**src/rtl/button_pkg.sv**
```systemverilog
// Shared state encoding and default timing constants for the button event decoder.
package button_pkg;

    localparam int unsigned STABLE_CYCLES_DEF = 1_000_000;
    localparam int unsigned LONG_CYCLES_DEF   = 50_000_000;
    localparam int unsigned REPEAT_CYCLES_DEF = 10_000_000;

    typedef logic [1:0] btn_state_t;

    localparam btn_state_t RELEASED = 2'd0;
    localparam btn_state_t HELD     = 2'd1;
    localparam btn_state_t LONG     = 2'd2;

endpackage

```
**src/rtl/level_filter.sv**
```systemverilog
// Debounce filter: the output level flips only after STABLE_CYCLES consecutive
// disagreeing samples; toggle_c flags the edge on which that flip is captured.
module level_filter
    import button_pkg::*;
#(
    parameter int unsigned STABLE_CYCLES = STABLE_CYCLES_DEF
) (
    input  logic clock,
    input  logic reset,
    input  logic level_in,
    output logic level_out,
    output logic toggle_c
);

    localparam int unsigned CNT_W = $clog2(STABLE_CYCLES + 1);
    localparam logic [CNT_W-1:0] CNT_LAST = CNT_W'(STABLE_CYCLES - 1);

    logic [CNT_W-1:0] run_cnt;

    // The current sample is the last one needed when the run already holds STABLE_CYCLES-1.
    always_comb begin
        toggle_c = (level_in != level_out) && (run_cnt == CNT_LAST);
    end

    always_ff @(posedge clock) begin
        if (reset) begin
            level_out <= 1'b0;
            run_cnt   <= '0;
        end else if (toggle_c) begin
            level_out <= ~level_out;
            run_cnt   <= '0;
        end else if (level_in == level_out) begin
            run_cnt   <= '0;
        end else begin
            run_cnt   <= run_cnt + CNT_W'(1);
        end
    end

endmodule

```
**src/rtl/button_event_decoder.sv**
```systemverilog
// Debounced button with press/release/long-press/auto-repeat pulses.
// release is a reserved word, so that output is named release_pulse.
module button_event_decoder
    import button_pkg::*;
#(
    parameter int unsigned STABLE_CYCLES = STABLE_CYCLES_DEF,
    parameter int unsigned LONG_CYCLES   = LONG_CYCLES_DEF,
    parameter int unsigned REPEAT_CYCLES = REPEAT_CYCLES_DEF
) (
    input  logic clock,
    input  logic reset,
    input  logic button_level,
    input  logic repeat_en,
    output logic button_state,
    output logic press,
    output logic release_pulse,
    output logic long_press,
    output logic repeat_pulse
);

    localparam int unsigned HOLD_W = $clog2(LONG_CYCLES + 1);
    localparam int unsigned REP_W  = $clog2(REPEAT_CYCLES + 1);

    localparam logic [HOLD_W-1:0] HOLD_LAST = HOLD_W'(LONG_CYCLES - 1);
    localparam logic [HOLD_W-1:0] HOLD_MAX  = HOLD_W'(LONG_CYCLES);
    localparam logic [REP_W-1:0]  REP_LAST  = REP_W'(REPEAT_CYCLES - 1);

    logic toggle_c;
    logic rise_c;
    logic fall_c;

    btn_state_t        state, state_nxt;
    logic [HOLD_W-1:0] hold_cnt, hold_nxt;
    logic [REP_W-1:0]  rep_cnt, rep_nxt;
    logic              press_nxt, release_nxt, long_nxt, repeat_nxt;

    level_filter #(
        .STABLE_CYCLES (STABLE_CYCLES)
    ) u_level_filter (
        .clock     (clock),
        .reset     (reset),
        .level_in  (button_level),
        .level_out (button_state),
        .toggle_c  (toggle_c)
    );

    // Qualify the filter flip with the level it is leaving so events land with the new level.
    always_comb begin
        rise_c = toggle_c & ~button_state;
        fall_c = toggle_c &  button_state;
    end

    always_ff @(posedge clock) begin
        if (reset) begin
            state         <= RELEASED;
            hold_cnt      <= '0;
            rep_cnt       <= '0;
            press         <= 1'b0;
            release_pulse <= 1'b0;
            long_press    <= 1'b0;
            repeat_pulse  <= 1'b0;
        end else begin
            state         <= state_nxt;
            hold_cnt      <= hold_nxt;
            rep_cnt       <= rep_nxt;
            press         <= press_nxt;
            release_pulse <= release_nxt;
            long_press    <= long_nxt;
            repeat_pulse  <= repeat_nxt;
        end
    end

    // Next state, counters and event pulses; a falling level wins over every hold event.
    always_comb begin
        state_nxt   = state;
        hold_nxt    = hold_cnt;
        rep_nxt     = rep_cnt;
        press_nxt   = 1'b0;
        release_nxt = 1'b0;
        long_nxt    = 1'b0;
        repeat_nxt  = 1'b0;

        case (state)
            RELEASED: begin
                if (rise_c) begin
                    state_nxt = HELD;
                    hold_nxt  = HOLD_W'(1);
                    rep_nxt   = '0;
                    press_nxt = 1'b1;
                end
            end
            HELD: begin
                if (fall_c) begin
                    state_nxt   = RELEASED;
                    hold_nxt    = '0;
                    rep_nxt     = '0;
                    release_nxt = 1'b1;
                end else if (hold_cnt == HOLD_LAST) begin
                    state_nxt = LONG;
                    hold_nxt  = HOLD_MAX;
                    rep_nxt   = '0;
                    long_nxt  = 1'b1;
                end else begin
                    hold_nxt  = hold_cnt + HOLD_W'(1);
                end
            end
            LONG: begin
                // Hold counter stays saturated at LONG_CYCLES here.
                if (fall_c) begin
                    state_nxt   = RELEASED;
                    hold_nxt    = '0;
                    rep_nxt     = '0;
                    release_nxt = 1'b1;
                end else if (!repeat_en) begin
                    rep_nxt    = '0;
                end else if (rep_cnt == REP_LAST) begin
                    rep_nxt    = '0;
                    repeat_nxt = 1'b1;
                end else begin
                    rep_nxt    = rep_cnt + REP_W'(1);
                end
            end
            default: begin
                state_nxt = RELEASED;
                hold_nxt  = '0;
                rep_nxt   = '0;
            end
        endcase
    end

endmodule

```
**config.mk**
```make
export PLATFORM = sky130hd
export DESIGN_NAME = button_event_decoder
export DESIGN_NICKNAME = d
export VERILOG_FILES = /design/src/rtl/button_pkg.sv /design/src/rtl/level_filter.sv /design/src/rtl/button_event_decoder.sv
export SDC_FILE = /design/constraint.sdc
export NUM_CORES = 1
export LEC_CHECK = 0
export ABC_CLOCK_PERIOD_IN_PS = 4250
export BUFFER_PORTS_ARGS = -buffer_cell sky130_fd_sc_hd__buf_2
export CORE_MARGIN = 3
export CORE_UTILIZATION = 30
export DETAILED_ROUTE_END_ITERATION = 16
export PLACE_DENSITY = 0.44
export SLEW_MARGIN = 10
export SYNTH_ARGS = -nofsm -noshare
export SYNTH_HDL_FRONTEND = slang
export SYNTH_SLANG_ARGS = --single-unit
```
**constraint.sdc**
```tcl
create_clock -name clock -period 4.25 [get_ports clock]
set_clock_uncertainty 0.15 [all_clocks]
set_input_delay 0.425 -clock clock [delete_from_list [all_inputs] [get_ports clock]]
set_output_delay 0.425 -clock clock [all_outputs]
set_load 0.02 [all_outputs]
```
==> flow_summary.ini, run 1 <==
[critical_path]
crit_slowest_cell = nor3_1
crit_type = reg -> reg
slowest_delay_ns = 0.76
start_kind = flop
crit_arrival_ns = 3.34
r2r_start = u_level_filter.run_cnt[7]$_SDFF_PP0_
worstSetupEndpointType = flop
cp_max_fo = 10
crit_path_end = hold_cnt[6]$_SDFFE_PP0P_
cp_cell_sequence = or4b_1 > or4_4 > o31a_1 > nor3_1 > a41oi_1 > a311oi_1
worstSetupStartpoint = u_level_filter.run_cnt[7]$_SDFF_PP0_
cp.required_ns = 4.35
r2r_setup_slack_ns = 1.01
r2r_end = hold_cnt[6]$_SDFFE_PP0P_
worst-r2r-cell-count = 6

[floorplanning]
start_util_pct = 30.9
coreArea_sq_um = 13300
placementRows = 42
die_x_um = 123
die_h_um = 123
dieArea_sq_um = 15200
ios = 9

[synthesis]
synth_edf_count = 0
yosys.area.top_type_share_pct = 37.4
yosys-top-cells-area = dfxtp_1 (37%), a21oi_1 (5.1%), o21ai_0 (4.4%)
ys.warnings.count = 0
ys_types = 58
yosysTopAreaCell = dfxtp_1
syn_area_sq_um = 4130
synth_seq_cells = 77
seq_area_frac_synth_pct = 37.4
synth_ff_type = dfxtp_1
syn_area_per_cell_sq_um = 7.98
syn-instance-count = 517
syn_nets = 527
synthArstFlopShare_pct = 0

[power_and_ir_drop]
p_per_area_nw_per_um2 = 323
max-vdd-ir-drop_mv = 0.188
leakagePower_nw = 1.41

[clock_network]
cts_setup_buffers = 0
clockBufferDepth = 2
cts.repair.resized = 0
cts_buffers = 9
ctsHtreeMaxLevel = 3
hold_buffers = 0
numClockSinks = 77
clock_latency_ns = 0.34
cts-root-buf = clkbuf_16
path_clk_slew_ns = 0.06
cts_tree = built

[grt]
grt_util_all_layers_pct = 15.3
grt.overflow.total = 0
grt_antenna_before_repair = 0
grt_pass1_wl_um = 18500
use_met3_pct = 3.11
top_usage_layer = met2
use_met2_pct = 24.3
grt_pass1_vias = 3604
met1_usage_pct = 20.6
grt_max_degree = 51

[route]
drtIter0Drc = 286
ant_nets = 0
firstDrtPassIters = 5
num_vias = 3748
viasPerCell = 5.37
drcViolationCount = 0
wl_per_cell_um = 15.6
wl_um = 10900

[flow_run]
cap_violations = 0

[timing]
finalMaxSlewViolations = 0
worst_pin_slew_ns = 0.956
tns_ns = 0
fin_crit_ns = 3.24
fin_crit_sh_pct = 76.2
finalHoldViolCount = 0
rsz0062_at_grt = false
fmax_mhz = 309
setup-violations-final = 0
relSlewSlack_pct = 36.3

[layout]
area_delta_synth_final_pct = 11.7
drive_above_1_share_pct = 7.85
antenna_cells = 0
finalNonFillerCells = 698
nets = 528

[worst_hold_path]
min_path_cells = 3
hp-class = in -> reg

[placed_design]
placedCellCount = 683
io_buffers = 8
dpl.hpwl_um = 7250
place_congestion = 0.781

[status]
status = completed
## per-layer routing
| metal | wire, um | share of wire (%) |
|---|---|---|
| met5 | 0 | 0 |
| met3 | 350 | 3.2 |
| met2 | 4970 | 46 |
| met4 | 178 | 1.6 |
| met1 | 5380 | 49 |
## cell type report
cell class,count,area [sq um]
sequential,77,1540
tap,176,220
clock buffer,13,240
inverter,14,52.6
fill,1419,8740
timing repair buffer,13,77.6
multi-input combinational,403,2440
clock inverter,2,35.0
## synth_stat cells, types with 3 or more instances
master	number
a211oi_1	10
a21oi_1	42
a311oi_1	5
a31oi_1	3
and2_1	5
and3_1	15
and4_1	4
clkbuf_1	19
dfxtp_1	77
ha_1	6
inv_1	14
nand2_1	45
nand2b_1	8
nand3_1	26
nand3b_1	4
nand4_1	10
nor2_1	43
nor2b_1	10
nor3_1	20
nor3b_1	3
nor4_1	5
nor4bb_1	3
o21a_1	3
o21ai_0	36
o31ai_1	19
o32ai_1	3
or2_2	5
or3_1	13
or4_1	11
xnor2_1	6
xor2_1	10
## power breakdown
group / internal [mW] / leakage (nW) / total [mW] / switching, mW
Clock: 0.452 / 0.134 / 0.747 / 0.295
Sequential: 0.723 / 0.620 / 0.723 / 0.000720
Combinational: 0.00365 / 0.656 / 0.0187 / 0.0150
## per-stage QoR
step | power (mW) | hold WS (ns) | worst slack (ns) | utilization (%) | instance area (sq um)
floorplan | 0.752 | 0.268 | 1.14 | - | 4130
global placement | 0.759 | 0.276 | 1.03 | 32.5 | 4340
detailed placement | 0.759 | 0.298 | 0.962 | 32.5 | 4340
CTS | 1.51 | 0.203 | 0.962 | 34.5 | 4610
global route | 1.54 | 0.225 | 0.797 | 34.5 | 4610
finish | 1.49 | 0.214 | 1.01 | 34.5 | 4610
## critical path: cells and delay by family (launching register included)
| family | cells | cell delay (ns) |
|---|---|---|
| compound gates | 3 | 0.76 |
| flops | 1 | 0.33 |
| simple gates | 3 | 1.89 |
## cell usage in the layout, fill, tap and decap left out, types with 9 or more instances in the layout
master and n:
o31ai_1 19, or3_1 13, dfxtp_1 77, nand3_1 26, a211oi_1 10, nand2_1 45, nor3_1 19, nor2b_1 10
xor2_1 10, a21oi_1 42, o21ai_0 35, and3_1 15, or4_1 11, inv_1 14, nor2_1 43, nand4_1 10
clkbuf_16 9
## sequential cells by signal, indices dropped and copies added, names as in the netlist
register / flops
rep_cnt: 24
u_level_filter.level_out: 1
press: 1
state: 2
hold_cnt: 26
release_pulse: 1
long_press: 1
repeat_pulse: 1
u_level_filter.run_cnt: 20
## how the worst min path moves through the flow
stage                                                     from                                     to  slack [ns]
after detailed placement  u_level_filter.run_cnt[0]$_SDFF_PP0_   u_level_filter.run_cnt[0]$_SDFF_PP0_        0.30
after global routing                              button_level  u_level_filter.level_out$_SDFFE_PP0N_        0.23
final                                             button_level  u_level_filter.level_out$_SDFFE_PP0N_        0.21
after floorplan           u_level_filter.run_cnt[0]$_SDFF_PP0_   u_level_filter.run_cnt[0]$_SDFF_PP0_        0.27
after global placement    u_level_filter.run_cnt[0]$_SDFF_PP0_   u_level_filter.run_cnt[0]$_SDFF_PP0_        0.28
after CTS                                         button_level  u_level_filter.level_out$_SDFFE_PP0N_        0.20
## cells by family (layout without fill, tap and decap cells)
group	after synthesis	in the layout	share of synthesized area (%)
XOR/XNOR	16	16	3.40
adder cells (fa/ha/maj)	6	6	1.82
AND/OR/NAND/NOR	241	241	31.8
AO/OA/AOI/OAI	139	139	21.7
flip-flops	77	77	37.4
multiplexers	1	1	0.243
buffers and inverters	37	42	3.73
Power figures use the tool's default switching activity.
==> inputs of run 2 (changes only) <==
--- a/config.mk
+++ b/config.mk
@@ -5,7 +5,7 @@
 export SDC_FILE = /design/constraint.sdc
 export NUM_CORES = 1
 export LEC_CHECK = 0
-export ABC_CLOCK_PERIOD_IN_PS = 4250
+export ABC_CLOCK_PERIOD_IN_PS = 3000
 export BUFFER_PORTS_ARGS = -buffer_cell sky130_fd_sc_hd__buf_2
 export CORE_MARGIN = 3
 export CORE_UTILIZATION = 30
==> constraint.sdc (replaced) <==
create_clock -name clock -period 3 [get_ports clock]
set_clock_uncertainty 0.15 [all_clocks]
set_input_delay 0.3 -clock clock [delete_from_list [all_inputs] [get_ports clock]]
set_output_delay 0.3 -clock clock [all_outputs]
set_load 0.02 [all_outputs]
==> run 2 against run 1 <==
Critical path depth did not move. Critical path type unchanged. Largest power group unchanged. Clock power rose by 46%. Via count rose by 5.3%. Sequential share of layout area fell by 2.3 points. Register-to-register slack got worse by 1.0 ns. Worst hold slack got worse by 0.11 ns. Fmax rose by 8.4%. Wire length rose by 3.5%. Non-clock buffer count rose by 30. Critical endpoint is now rep_cnt[15]$_SDFFE_PP0P_. Combinational power rose by 62%. Design area rose by 7.5%. Worst setup slack got worse by 1.0 ns.
==> flow_summary.ini, run 2 (synthesis gave the netlist of run 1 again) <==
[clock_network]
numClockSinks = 77
hold_buffers = 0
cts_tree = built
clock_latency_ns = 0.34
ctsHtreeMaxLevel = 3
path_clk_slew_ns = 0.06
cts-root-buf = clkbuf_16
cts_buffers = 9
clockBufferDepth = 2

[critical_path]
crit_type = reg -> reg
cp_top_family = simple AND/OR/NAND/NOR gates
start_kind = flop
cp.required_ns = 3.12
crit_arrival_ns = 3.10
cp_max_fo = 7
crit_slowest_cell = or4b_4
cp_num_buf_inv = 0
cp_cell_sequence = or4b_4 > or4_4 > o31a_1 > or4b_4 > or4b_4 > a21oi_2
slowest_delay_ns = 0.59
crit_top_cell = or4b_4
worstSetupEndpointType = flop

[grt]
grt.overflow.total = 0
grt_max_degree = 52
grt_pass1_wl_um = 19200
grt_pass1_vias = 3828
grt_antenna_before_repair = 0
grt_util_all_layers_pct = 15.9

[timing]
rsz0062_at_grt = true
fin_crit_ns = 2.99
fin_hold_ws_ns = 0.107
finalMaxSlewViolations = 0
relSlewSlack_pct = 30.6
setup-violations-final = 0
fin_crit_sh_pct = 99.5
fin_ws_ns = 0.0144
finalHoldViolCount = 0
fmax_mhz = 335
worst_pin_slew_ns = 1.04

[route]
drtIter0Drc = 198
wl_per_cell_um = 15.4
ant_nets = 0
drcViolationCount = 0
wl_um = 11300
viasPerCell = 5.41
firstDrtPassIters = 4
num_vias = 3946

[placed_design]
place_congestion = 0.796
dp_slack_ns = -0.0353
io_buffers = 8
placed_cell_area_sq_um = 4570
dpl.hpwl_um = 7620

[layout]
finalInstanceArea_sq_um = 4960
layout_common_cells = dfxtp_1 (76), nand2_1 (45), nor2_1 (43), a21oi_1 (41), o21ai_0 (35)
utilization_pct = 37.1
largest_reg_flops = 26
reg_top3 = hold_cnt: 26 flops, rep_cnt: 24 flops, u_level_filter.run_cnt: 20 flops
regArea_sq_um = 1540
antenna_cells = 0
area_delta_synth_final_pct = 20.2
num-fill-cells = 1443
final_common_cell = dfxtp_1
multi_input_area_sq_um = 2530
drive_above_1_share_pct = 16.2
nets = 559
largest_register = hold_cnt

[floorplanning]
die_x_um = 123
coreArea_sq_um = 13300
start_util_pct = 30.9
ios = 9
dieArea_sq_um = 15200
placementRows = 42
die_h_um = 123

[status]
status = completed

[flow_run]
cap_violations = 0

[worst_hold_path]
hp-class = in -> reg

[power_and_ir_drop]
max-vdd-ir-drop_mv = 0.254
p_total_mw = 2.15
p_per_area_nw_per_um2 = 433
leakagePower_nw = 1.61
## run 2: changes by cell type in the layout (fill, tap and decap cells not counted), sizes merged
cell and delta:
buf +30, clkbuf -2, or2 +1, clkinv +3
## run 2: metal layers
layer	track usage, %	vias to the layer above	part of all wire (%)
met3	2.61	9	2.7
met4	5.81	0	1.1
met1	21.2	1889	48
li1	-	1988	-
met2	26.0	60	48
met5	0	-	0
## run 2: worst paths after layout
path / startpoint / slack [ns] / to / depth (start not counted)
setup / recovery: u_level_filter.run_cnt[10]$_SDFF_PP0_ / 0.01 / rep_cnt[15]$_SDFFE_PP0P_ / 6
hold / removal: button_level / 0.11 / u_level_filter.level_out$_SDFFE_PP0N_ / 3
setup reg to reg: u_level_filter.run_cnt[10]$_SDFF_PP0_ / 0.01 / rep_cnt[15]$_SDFFE_PP0P_ / 6
hold reg to reg: u_level_filter.run_cnt[0]$_SDFF_PP0_ / 0.29 / u_level_filter.run_cnt[0]$_SDFF_PP0_ / 1
## run 2: power by group
| part | switching, mW | leakage [nW] | total [mW] | internal [mW] |
|---|---|---|---|---|
| combinational | 0.0231 | 0.837 | 0.0303 | 0.00718 |
| clock | 0.432 | 0.149 | 1.09 | 0.661 |
| sequential | 0.000882 | 0.621 | 1.02 | 1.02 |
## run 2: through the flow
step                      cells  setup TNS, ns
after CTS                   729       -0.00743
after floorplan             517         -0.310
after global routing        730         -0.340
after detailed placement    712         -0.192
after global placement      712              0
final                       730              0
## run 2: cell type report
type / instances / share of cell area, %
multi-input cells: 404 / 51.1
flip-flops and latches: 77 / 31.1
repair buffers: 43 / 6.36
clock buffers: 11 / 4.90
well taps: 176 / 4.44
inverters: 14 / 1.06
clock inverters: 5 / 1.01
## run 2: tightest hold or removal path, stage by stage
cell	delay, ns
buf_2	0.11
mux2i_1	0.07
nor2_1	0.08
## run 2: timing repair
item / in CTS / in global routing
setup endpoints to repair: 15 / 15
pin swaps: 3 / 3
endpoints found under the hold margin: 0 / 0
gates resized for setup: 5 / 11
setup buffers: 0 / 1
cloned: 1 / 0
==> inputs of run 3 (changes only) <==
--- a/config.mk
+++ b/config.mk
@@ -5,7 +5,7 @@
 export SDC_FILE = /design/constraint.sdc
 export NUM_CORES = 1
 export LEC_CHECK = 0
-export ABC_CLOCK_PERIOD_IN_PS = 3000
+export ABC_CLOCK_PERIOD_IN_PS = 3400
 export BUFFER_PORTS_ARGS = -buffer_cell sky130_fd_sc_hd__buf_2
 export CORE_MARGIN = 3
 export CORE_UTILIZATION = 30
==> constraint.sdc (replaced) <==
create_clock -name clock -period 3.4 [get_ports clock]
set_clock_uncertainty 0.15 [all_clocks]
set_input_delay 0.34 -clock clock [delete_from_list [all_inputs] [get_ports clock]]
set_output_delay 0.34 -clock clock [all_outputs]
set_load 0.02 [all_outputs]
==> run 3 against run 2 <==
Clock power shrank 10%. Clock-buffer cell count did not move. Sequential cell count unchanged. Cell count is 3.4% lower. Utilization shrank 2.0 points. Sequential share of layout area increased by 1.8 points. Largest cell class unchanged. Highest routed layer unchanged.
==> flow_summary.ini, run 3 (synthesis gave the netlist of run 1 again) <==
[grt]
top_usage_layer = met2
grt_pass1_vias = 3684
use_met2_pct = 24.3
grt_antenna_before_repair = 0
grt_pass1_wl_um = 18700
grt_util_all_layers_pct = 15.6
use_met3_pct = 2.61
grt_max_degree = 35
met1_usage_pct = 21.1
grt.overflow.total = 0

[power_and_ir_drop]
leakagePower_nw = 1.46
p_per_area_nw_per_um2 = 407
max-vdd-ir-drop_mv = 0.219
p_total_mw = 1.91

[clock_network]
cts-root-buf = clkbuf_16
cts_tree = built
hold_buffers = 0
path_clk_slew_ns = 0.06
ctsHtreeMaxLevel = 3
cts_setup_buffers = 0
clockBufferDepth = 2
numClockSinks = 77
clock_latency_ns = 0.34
cts_buffers = 9
cts.repair.resized = 0

[timing]
finalHoldViolCount = 0
tns_ns = 0
finalMaxSlewViolations = 0
worst_pin_slew_ns = 0.673
fin_hold_ws_ns = 0.139
rsz0062_at_grt = false
setup-violations-final = 0
fin_crit_ns = 3.24
fmax_mhz = 309
fin_crit_sh_pct = 95.1
relSlewSlack_pct = 55.1

[route]
num_vias = 3776
wl_per_cell_um = 15.4
viasPerCell = 5.36
drcViolationCount = 0
firstDrtPassIters = 4
ant_nets = 0
wl_um = 10800
drtIter0Drc = 223

[floorplanning]
ios = 9
die_h_um = 123
coreArea_sq_um = 13300
placementRows = 42
dieArea_sq_um = 15200
start_util_pct = 30.9
die_x_um = 123

[layout]
final_common_cell = dfxtp_1
largest_reg_flops = 26
antenna_cells = 0
reg_top3 = hold_cnt: 26 flops, rep_cnt: 24 flops, u_level_filter.run_cnt: 20 flops
nets = 535
regArea_sq_um = 1540
finalNonFillerCells = 705
layout_common_cells = dfxtp_1 (77), nand2_1 (45), nor2_1 (43), a21oi_1 (42), o21ai_0 (35)
largest_register = hold_cnt
area_delta_synth_final_pct = 13.6
drive_above_1_share_pct = 9.83
num-fill-cells = 1424
multi_input_area_sq_um = 2440
finalInstanceArea_sq_um = 4690

[critical_path]
start_kind = flop
crit_type = reg -> reg
crit_arrival_ns = 3.34
cp_max_fo = 10
worstSetupEndpointType = flop
worst-r2r-cell-count = 6
cp.required_ns = 3.50

[placed_design]
place_congestion = 0.812
io_buffers = 8
placedCellCount = 690
placed_cell_area_sq_um = 4390
dpl.hpwl_um = 7410

[flow_run]
cap_violations = 0

[worst_hold_path]
min_path_cells = 3
hp-class = in -> reg

[status]
status = completed
## run 3: metrics by stage
step	utilization, %	setup slack, ns
after global placement	32.9	0.228
after global routing	35.1	0.0188
after floorplan	-	0.292
final	35.1	0.165
after CTS	35.1	0.179
after detailed placement	32.9	0.199
## run 3: layout make-up
class                      count  share of cell area, %
timing repair buffer          20                   2.78
sequential                    77                   32.9
clock buffer                  11                   5.39
inverter                      14                   1.12
multi-input combinational    403                   52.1
tap                          176                   4.70
clock inverter                 4                   1.01
## run 3: per-layer routing
| layer | share of wire [%] | wire length [um] |
|---|---|---|
| met1 | 50 | 5430 |
| met2 | 45 | 4880 |
| met3 | 2.6 | 282 |
| met4 | 2.2 | 234 |
| met5 | 0 | 0 |
## run 3: worst max-delay path: stages (launching register included)
cell	delay (ns)
dfxtp_1	0.33
or4b_1	0.57
or4_4	0.57
o31a_1	0.31
or4b_4	0.60
or3_1	0.40
o31ai_1	0.22
## run 3: path summary, 6_finish.rpt
kind	start	endpoint	slack (ns)
worst max-delay path	u_level_filter.run_cnt[7]$_SDFF_PP0_	rep_cnt[17]$_SDFFE_PP0P_	0.16
worst max register to register	u_level_filter.run_cnt[7]$_SDFF_PP0_	rep_cnt[17]$_SDFFE_PP0P_	0.16
worst min register to register	u_level_filter.run_cnt[0]$_SDFF_PP0_	u_level_filter.run_cnt[0]$_SDFF_PP0_	0.30
worst min-delay path	button_level	u_level_filter.level_out$_SDFFE_PP0N_	0.14
## run 3: report_power, final
part | switching [mW] | internal, mW
logic | 0.0198 | 0.00525
clock network | 0.376 | 0.602
registers | 0.000857 | 0.903
